--- src/rtl/apb_dma_cfg_slave.sv ---
// APB completer for the DMA engine's configuration/status registers.
// Latches each APB setup, optionally inserts wait states, then responds and commits in RESP.
module apb_dma_cfg_slave #(
  parameter int ADDR_WIDTH  = 32,
  parameter int DATA_WIDTH  = 32,
  parameter int PSTRB_WIDTH = 4,
  parameter int PPROT_WIDTH = 3,
  parameter int LEN_WIDTH   = 16,
  parameter int WAIT_STATES = 0
) (
  input  logic                   clk,
  input  logic                   resetn,
  input  logic [ADDR_WIDTH-1:0]  s_apb_paddr,
  input  logic                   s_apb_psel,
  input  logic                   s_apb_penable,
  input  logic                   s_apb_pwrite,
  input  logic [DATA_WIDTH-1:0]  s_apb_pwdata,
  input  logic [PSTRB_WIDTH-1:0] s_apb_pstrb,
  input  logic [PPROT_WIDTH-1:0] s_apb_pprot,
  output logic [DATA_WIDTH-1:0]  s_apb_prdata,
  output logic                   s_apb_pready,
  output logic                   s_apb_pslverr,
  output logic [31:0]            dma_src_addr,
  output logic [31:0]            dma_dst_addr,
  output logic [LEN_WIDTH-1:0]   dma_len,
  output logic                   dma_start,
  input  logic                   dma_busy,
  input  logic                   dma_done,
  output logic                   irq
);

  typedef enum logic [1:0] {ST_IDLE, ST_WAIT, ST_RESP} state_t;

  localparam logic [2:0] IDX_SRC    = 3'd0;
  localparam logic [2:0] IDX_DST    = 3'd1;
  localparam logic [2:0] IDX_LEN    = 3'd2;
  localparam logic [2:0] IDX_CMD    = 3'd3;
  localparam logic [2:0] IDX_STATUS = 3'd4;
  localparam logic [2:0] IDX_IRQEN  = 3'd5;
  localparam logic [3:0] WS         = 4'(WAIT_STATES);

  state_t                 state_q, state_d;
  logic [3:0]             cnt_q, cnt_d;
  logic [4:0]             addr_q, addr_d;
  logic                   write_q, write_d;
  logic [DATA_WIDTH-1:0]  wdata_q, wdata_d;
  logic [PSTRB_WIDTH-1:0] strb_q, strb_d;
  logic [31:0]            src_q, src_d;
  logic [31:0]            dst_q, dst_d;
  logic [LEN_WIDTH-1:0]   len_q, len_d;
  logic                   irq_en_q, irq_en_d;
  logic                   done_q, done_d;
  logic                   irq_q, irq_d;
  logic                   start_q, start_d;

  logic                   accept;
  logic                   commit;
  logic                   err;
  logic                   start_req;
  logic                   done_clr;
  logic [31:0]            rdata;
  logic [31:0]            len_wr;
  logic                   unused_inputs;

  assign unused_inputs = ^{s_apb_pprot, s_apb_paddr[ADDR_WIDTH-1:5]};

  function automatic logic [31:0] apply_strb(input logic [31:0] old_v,
                                             input logic [31:0] new_v,
                                             input logic [3:0]  strb);
    logic [31:0] res;
    for (int i = 0; i < 4; i++)
      res[i*8 +: 8] = strb[i] ? new_v[i*8 +: 8] : old_v[i*8 +: 8];
    return res;
  endfunction

  // Decode of the latched transfer; err also gates the commit.
  always_comb begin
    rdata     = '0;
    err       = 1'b0;
    start_req = write_q && (addr_q[4:2] == IDX_CMD) && (addr_q[1:0] == 2'b00) &&
                strb_q[0] && wdata_q[0];
    if (addr_q[1:0] != 2'b00) begin
      err = 1'b1;
    end else begin
      case (addr_q[4:2])
        IDX_SRC:    rdata = src_q;
        IDX_DST:    rdata = dst_q;
        IDX_LEN:    rdata = 32'(len_q);
        IDX_CMD:    rdata = '0;
        IDX_STATUS: rdata = {30'b0, done_q, dma_busy};
        IDX_IRQEN:  rdata = {31'b0, irq_en_q};
        default:    err   = 1'b1;
      endcase
    end
    if (start_req && (dma_busy || (len_q == '0)))
      err = 1'b1;
  end

  always_ff @(posedge clk or negedge resetn) begin
    if (!resetn) begin
      state_q  <= ST_IDLE;
      cnt_q    <= '0;
      addr_q   <= '0;
      write_q  <= 1'b0;
      wdata_q  <= '0;
      strb_q   <= '0;
      src_q    <= '0;
      dst_q    <= '0;
      len_q    <= '0;
      irq_en_q <= 1'b0;
      done_q   <= 1'b0;
      irq_q    <= 1'b0;
      start_q  <= 1'b0;
    end else begin
      state_q  <= state_d;
      cnt_q    <= cnt_d;
      addr_q   <= addr_d;
      write_q  <= write_d;
      wdata_q  <= wdata_d;
      strb_q   <= strb_d;
      src_q    <= src_d;
      dst_q    <= dst_d;
      len_q    <= len_d;
      irq_en_q <= irq_en_d;
      done_q   <= done_d;
      irq_q    <= irq_d;
      start_q  <= start_d;
    end
  end

  always_comb begin
    state_d = state_q;
    cnt_d   = cnt_q;
    accept  = s_apb_psel && !s_apb_penable &&
              ((state_q == ST_IDLE) || (state_q == ST_RESP));
    case (state_q)
      ST_IDLE: begin
        if (accept) begin
          if (WAIT_STATES == 0) begin
            state_d = ST_RESP;
          end else begin
            state_d = ST_WAIT;
            cnt_d   = WS;
          end
        end
      end
      ST_WAIT: begin
        if (!s_apb_psel) begin
          state_d = ST_IDLE;
        end else begin
          cnt_d = cnt_q - 4'd1;
          if (cnt_q == 4'd1)
            state_d = ST_RESP;
        end
      end
      ST_RESP: begin
        if (accept) begin
          if (WAIT_STATES == 0) begin
            state_d = ST_RESP;
          end else begin
            state_d = ST_WAIT;
            cnt_d   = WS;
          end
        end else begin
          state_d = ST_IDLE;
        end
      end
      default: state_d = ST_IDLE;
    endcase
  end

  // Transfer capture and register commit on the edge that ends RESP.
  always_comb begin
    addr_d   = addr_q;
    write_d  = write_q;
    wdata_d  = wdata_q;
    strb_d   = strb_q;
    src_d    = src_q;
    dst_d    = dst_q;
    len_d    = len_q;
    irq_en_d = irq_en_q;
    commit   = (state_q == ST_RESP) && !err;
    done_clr = 1'b0;
    len_wr   = apply_strb(32'(len_q), wdata_q, strb_q);
    if (accept) begin
      addr_d  = s_apb_paddr[4:0];
      write_d = s_apb_pwrite;
      wdata_d = s_apb_pwdata;
      strb_d  = s_apb_pstrb;
    end
    if (commit && write_q) begin
      case (addr_q[4:2])
        IDX_SRC:    src_d = apply_strb(src_q, wdata_q, strb_q);
        IDX_DST:    dst_d = apply_strb(dst_q, wdata_q, strb_q);
        IDX_LEN:    len_d = len_wr[LEN_WIDTH-1:0];
        IDX_STATUS: done_clr = strb_q[0] && wdata_q[1];
        IDX_IRQEN:  if (strb_q[0]) irq_en_d = wdata_q[0];
        default: ;
      endcase
    end
    start_d = commit && start_req;
    done_d  = dma_done || (done_q && !done_clr);
    irq_d   = irq_en_q && done_q;
  end

  always_comb begin
    s_apb_pready  = (state_q == ST_RESP);
    s_apb_pslverr = s_apb_pready && err;
    s_apb_prdata  = (s_apb_pready && !write_q && !err) ? rdata : '0;
  end

  assign dma_src_addr = src_q;
  assign dma_dst_addr = dst_q;
  assign dma_len      = len_q;
  assign dma_start    = start_q;
  assign irq          = irq_q;

endmodule

--- config.mk ---
export PLATFORM = sky130hd
export DESIGN_NAME = apb_dma_cfg_slave
export DESIGN_NICKNAME = d
export VERILOG_FILES = /design/src/rtl/apb_dma_cfg_slave.sv
export SDC_FILE = /design/constraint.sdc
export NUM_CORES = 1
export LEC_CHECK = 0
export ABC_AREA = 0
export CAP_MARGIN = 20
export CORE_UTILIZATION = 40
export DETAILED_ROUTE_END_ITERATION = 7
export PLACE_DENSITY_LB_ADDON = 0.08
export SETUP_SLACK_MARGIN = 0.5
export SKIP_LAST_GASP = 1
export SYNTH_ARGS = -nofsm -noshare
export SYNTH_HDL_FRONTEND = slang
export SYNTH_SLANG_ARGS = --single-unit
--- constraint.sdc ---
create_clock -name clk -period 4.95 [get_ports clk]
set_clock_uncertainty 0.2 [all_clocks]
set_input_delay 0.99 -clock clk [delete_from_list [all_inputs] [get_ports clk]]
set_output_delay 0.99 -clock clk [all_outputs]
set_load 0.1 [all_outputs]
==> results of run 1 <==
## layout make-up
| type | instances | area (µm²) |
|---|---|---|
| clock buffer | 23 | 478 |
| clock inverter | 7 | 62.6 |
| fill | 1098 | 5670 |
| multi-input combinational | 244 | 2390 |
| sequential | 127 | 3180 |
| tap | 180 | 225 |
| timing repair buffer | 171 | 1820 |
## per-stage QoR
stage               setup WS (ns)  util, %
floorplan                   0.372        -
global placement             1.43     55.1
global route                0.878     59.0
detailed placement           1.42     55.1
CTS                          1.01     59.0
finish                       1.04     59.0
## routing by layer
metal  vias up  wire, µm  global-route usage, %
li1       1793         -                      -
met1      2018      6340                   26.0
met2       124      7210                   35.1
met3        12       734                   5.42
met4         0       202                   7.56
met5         -         0                      0
## worst paths after layout
check	start	endpoint	slack, ns	depth (start not counted)
setup / recovery	state_q[1]	s_apb_prdata[15]	1.04	5
hold / removal	done_q	done_q	0.30	1
setup reg to reg	addr_q[2]	dma_dst_addr[7]	2.28	5
hold reg to reg	done_q	done_q	0.30	1
max in group asynchronous	resetn	dma_len[13]	3.11	2
min in group asynchronous	resetn	wdata_q[5]	0.48	1
## cell usage in the layout, fill, tap and decap left out, types with 2 or more instances in the layout
cell type,n
clkdlybuf4s50_1,129
dfrtp_1,127
mux2_2,123
nor2_1,25
buf_4,24
a22oi_1,17
clkbuf_16,17
buf_12,17
mux2i_1,15
a2bb2oi_1,14
nor2_2,6
nand4_4,5
nand4_2,5
clkinv_2,5
nor4_1,4
nand3b_1,3
nand3_1,3
clkbuf_8,3
clkbuf_1,3
o21ai_0,2
nor3b_4,2
nor2b_1,2
a21o_1,2
nor3b_1,2
and4_1,2
## where the power goes
group / total, mW / internal, mW / leakage, nW / switching, mW
clock network: 1.14 / 0.719 / 0.268 / 0.421
logic: 0.946 / 0.286 / 1.68 / 0.660
registers: 1.28 / 1.16 / 1.66 / 0.121
## worst reg2reg max path, cell delays in order, from the launching register on
cell and delay (ns):
dfrtp_1 0.71, buf_4 0.40, nor3b_4 0.23, buf_4 0.36, nand4_4 0.28, mux2_2 0.36
## kinds of logic (layout without fill, tap and decap cells)
family | count (synthesis) | in the layout | synth area share, %
buf+inv | 22 | 201 | 2.00
compound gates | 40 | 40 | 5.48
simple gates | 65 | 65 | 8.56
flops | 127 | 127 | 56.3
mux | 139 | 139 | 27.6
## state kept, by name (all words and copies together) (netlist names), 4 cells and up
signal and flops:
addr_q 5, dma_src_addr 32, wdata_q 32, dma_dst_addr 32, dma_len 16, strb_q 4
==> results.toml, run 1 <==
[global_routing]
grt_max_degree = 97
grt_pass1_vias = 4126
grt_pass1_wl_mm = 22.7
grt_antenna_before_repair = 0
grtUsageTotal_pct = 20.9
grt_overflow = 0

[sta]
slew_viol_final = 0
fmax_ghz = 0.256
setup_tns_ns = 0
tightest_slew_ns = 1.01
timing_hold_violations_final = 0
fin_crit_sh_pct = 79.0
setup_viol = 0
period_minus_slack_ns = 3.91
slew_headroom_pct = 32.6
rsz0062_at_grt = "false"
holdWs_ns = 0.297

[route]
ant_nets = 0
first_iter_violations = 154
drt_wl_total_mm = 14.5
vias_per_cell = 5.25
num_vias = 3947
drc = 0
wire_per_inst_um = 19.3
dr.pass1.iters = 4

[setup_path]
critPathMostFrequentCell = "buf_4"
path_cells = "nor3b_4, buf_4, nand3b_1, nor2_2, buf_4"
critPathCaptureType = "primary output"
critical_path_class = "flip-flop to primary output"
crit_family = "simple AND/OR/NAND/NOR gates"
critPathLaunchType = "flip-flop"
crit_path_max_incr_delay_ns = 0.70
crit_arrival_ns = 2.72
cp_max_fo = 15
crit_slowest_cell = "nand3b_1"
crit_buf_inv = 2
required_ns = 3.76

[cells_and_area]
stdcell_count = 752
diodes = 0
final_nets = 639
fin_area_um2 = 8150
synthToLayoutAreaGrowth_pct = 44.5
layout-drive-gt1-share_pct = 37.8

[synthesis]
synth-main-ff-cell = "dfrtp_1"
synth_top_cell_area_share_pct = 56.3
syn_inst = 393
synth_nets = 471
synth_seq_cells = 127
yosysMostFrequentCell = "dfrtp_1"
ys_top_cells_by_count = "dfrtp_1, mux2_2, nor2_1"
synth_edf_count = 0
syn_area_um2 = 5640
ys_warn_count = 0
yosysTopAreaCell = "dfrtp_1"
async_flop_share_pct = 100
ys_types = 33
ys_seq_area_share_pct = 56.3
synthTopCellsByArea = "dfrtp_1, mux2_2, mux2i_1"
avgSynthCellArea_um2 = 14.4

[floorplan]
die_w_um = 121
start_util_pct = 40.8
coreArea_um2 = 13800
rows = 43
io_pins = 194
die_y_um = 121
dieArea_um2 = 14600

[clock_tree]
cts_root_buf = "clkbuf_16"
clock_sinks = 127
clkLatencyLatePin_ns = 0.41
tritoncts = "built"
cts_buffers = 17
clk_pin_slew_ns = 0.05
cts_resized = 0
cts_buffer_depth = 2
cts_hold_buf = 0
htree_levels = 4
post_cts_buffers = 0

[place]
gp_congestion = 0.691
dp_cells = 722
port_buffers = 163
post-dp-hpwl_mm = 9.59
dpl-instance-area_um2 = 7610

[hold_path]
hold_class = "flip-flop to flip-flop"

[power]
p_per_area_nw_per_um2 = 412
p_total_mw = 3.36
ir_drop_mv = 0.215
leakage_nw = 3.61

[run]
drv_cap = 0

[status]
status = "completed"
No activity file was read; power rests on OpenSTA's default activity.
==> inputs of run 2 (changes only) <==
==> constraint.sdc (replaced) <==
create_clock -name clk -period 3.6 [get_ports clk]
set_clock_uncertainty 0.2 [all_clocks]
set_input_delay 0.72 -clock clk [delete_from_list [all_inputs] [get_ports clk]]
set_output_delay 0.72 -clock clk [all_outputs]
set_load 0.1 [all_outputs]
==> results.toml, run 2 (same netlist as run 1, synthesis figures left out) <==
[sta]
rsz0062_at_grt = "false"
setup_ws_ns = 0.611
period_minus_slack_ns = 2.99
timing_hold_violations_final = 0
fmax_ghz = 0.335
slew_viol_final = 0
fin_crit_sh_pct = 83.0
setup_viol = 0
slew_headroom_pct = 50.9
holdWs_ns = 0.133
tightest_slew_ns = 0.737
setup_tns_ns = 0

[place]
post-place-ws_ns = 0.589
dp_cells = 727
gp_congestion = 0.715
dpl-instance-area_um2 = 7950
port_buffers = 163
post-dp-hpwl_mm = 9.62

[cells_and_area]
layout-drive-gt1-share_pct = 61.7
final_common_cell = "mux2_2"
synthToLayoutAreaGrowth_pct = 53.8
final_nets = 652
diodes = 0
seq_area_um2 = 3220
stdcell_count = 767
fin_area_um2 = 8670
fill_cells = 1060
utilization_pct = 62.7
multi_input_area_um2 = 2630
layout_common_cells = "mux2_2, dfrtp_1, buf_4, clkdlybuf4s50_1, buf_12"

[power]
pwr-share-seq_pct = 36.0
p_switching_mw = 1.71
p_sw_share_pct = 35.0
clock_power_share_pct = 36.7
p_per_area_nw_per_um2 = 562
p_total_mw = 4.88
comb_power_share_pct = 27.3
ir_drop_mv = 0.293
leakage_nw = 3.91
internal_power_mw = 3.17

[route]
drc = 0
dr.pass1.iters = 4
drt_wl_total_mm = 14.2
first_iter_violations = 172
num_vias = 4000
wire_per_inst_um = 18.4
ant_nets = 0
vias_per_cell = 5.22

[clock_tree]
htree_levels = 4
clock_sinks = 127
clkLatencyLatePin_ns = 0.42
tritoncts = "built"
cts_buffer_depth = 2
cts_buffers = 17
cts_hold_buf = 0
clk_pin_slew_ns = 0.05
cts_root_buf = "clkbuf_16"

[setup_path]
required_ns = 2.68
ff2ff_setup_slack_ns = 1.12
critPathLaunchType = "primary input"
critPathCaptureType = "primary output"
critical_path_class = "primary input to primary output"
cp_max_fo = 2
crit_arrival_ns = 2.07

[global_routing]
grtUsageTotal_pct = 21.0
grt_pass1_wl_mm = 22.8
grt_max_degree = 81
grt_antenna_before_repair = 0
grt_overflow = 0
grt_pass1_vias = 4170

[floorplan]
die_w_um = 121
die_y_um = 121
dieArea_um2 = 14600
io_pins = 194
rows = 43
coreArea_um2 = 13800
start_util_pct = 40.8

[status]
status = "completed"

[hold_path]
hold_class = "primary input to async pin"

[run]
drv_cap = 0
## run 2: cell count changes in the layout (fill, tap and decap cells not counted), moves of 3 or more
| cell | before | now |
|---|---|---|
| nor2_4 | 0 | 31 |
| clkinv_2 | 5 | 2 |
| dfrtp_4 | 0 | 7 |
| nor2_1 | 25 | 0 |
| dfrtp_2 | 0 | 12 |
| buf_6 | 1 | 4 |
| buf_12 | 17 | 36 |
| clkinvlp_4 | 1 | 4 |
| dfrtp_1 | 127 | 108 |
| clkdlybuf4s50_1 | 129 | 46 |
| buf_4 | 24 | 97 |
| nor2_2 | 6 | 0 |
## run 2: power groups by stage
stage	clock [mW]	combinational, mW	sequential, mW
4_1_cts	1.83	1.33	1.76
5_1_grt	1.90	1.39	1.78
3_5_place_dp	0	1.31	1.79
2_1_floorplan	0	0.365	2.37
6_report	1.79	1.33	1.76
3_3_place_gp	0	1.30	1.78
## run 2: path summary, 6_finish.rpt
check                           from               end  depth (start not counted)
hold / removal                resetn   dma_src_addr[3]                          1
setup reg to reg           addr_q[3]   dma_src_addr[8]                          5
max in group asynchronous     resetn  dma_src_addr[29]                          2
hold reg to reg               done_q            done_q                          1
min in group clk              done_q            done_q                          1
setup / recovery            dma_busy   s_apb_prdata[0]                          5
## run 2: worst max-delay path: stages
cell and delay, ns:
clkdlybuf4s50_1 0.42, mux4_2 0.45, mux2i_1 0.23, nor2_4 0.07
buf_12 0.17
## run 2: area by class of cell
class	instances	area share, %
clock buffer	23	5.74
clock inverter	9	1.50
multi-input combinational	244	30.3
sequential	127	37.1
tap	180	2.60
timing repair buffer	184	22.7
## run 2: metal layers
| metal | share of wire, % | global-route usage, % | vias up |
|---|---|---|---|
| met5 | 0 | 0 | - |
| li1 | - | - | 1824 |
| met1 | 44 | 27.0 | 2052 |
| met3 | 5.0 | 7.08 | 16 |
| met4 | 1.2 | 6.56 | 0 |
| met2 | 50 | 33.3 | 108 |
## run 2: timing repair
item	4_1_cts	5_1_grt
cloned	0	0
endpoints found under the setup margin	32	33
pin swaps	2	0
buffers inserted	6	2
resized for setup	5	4
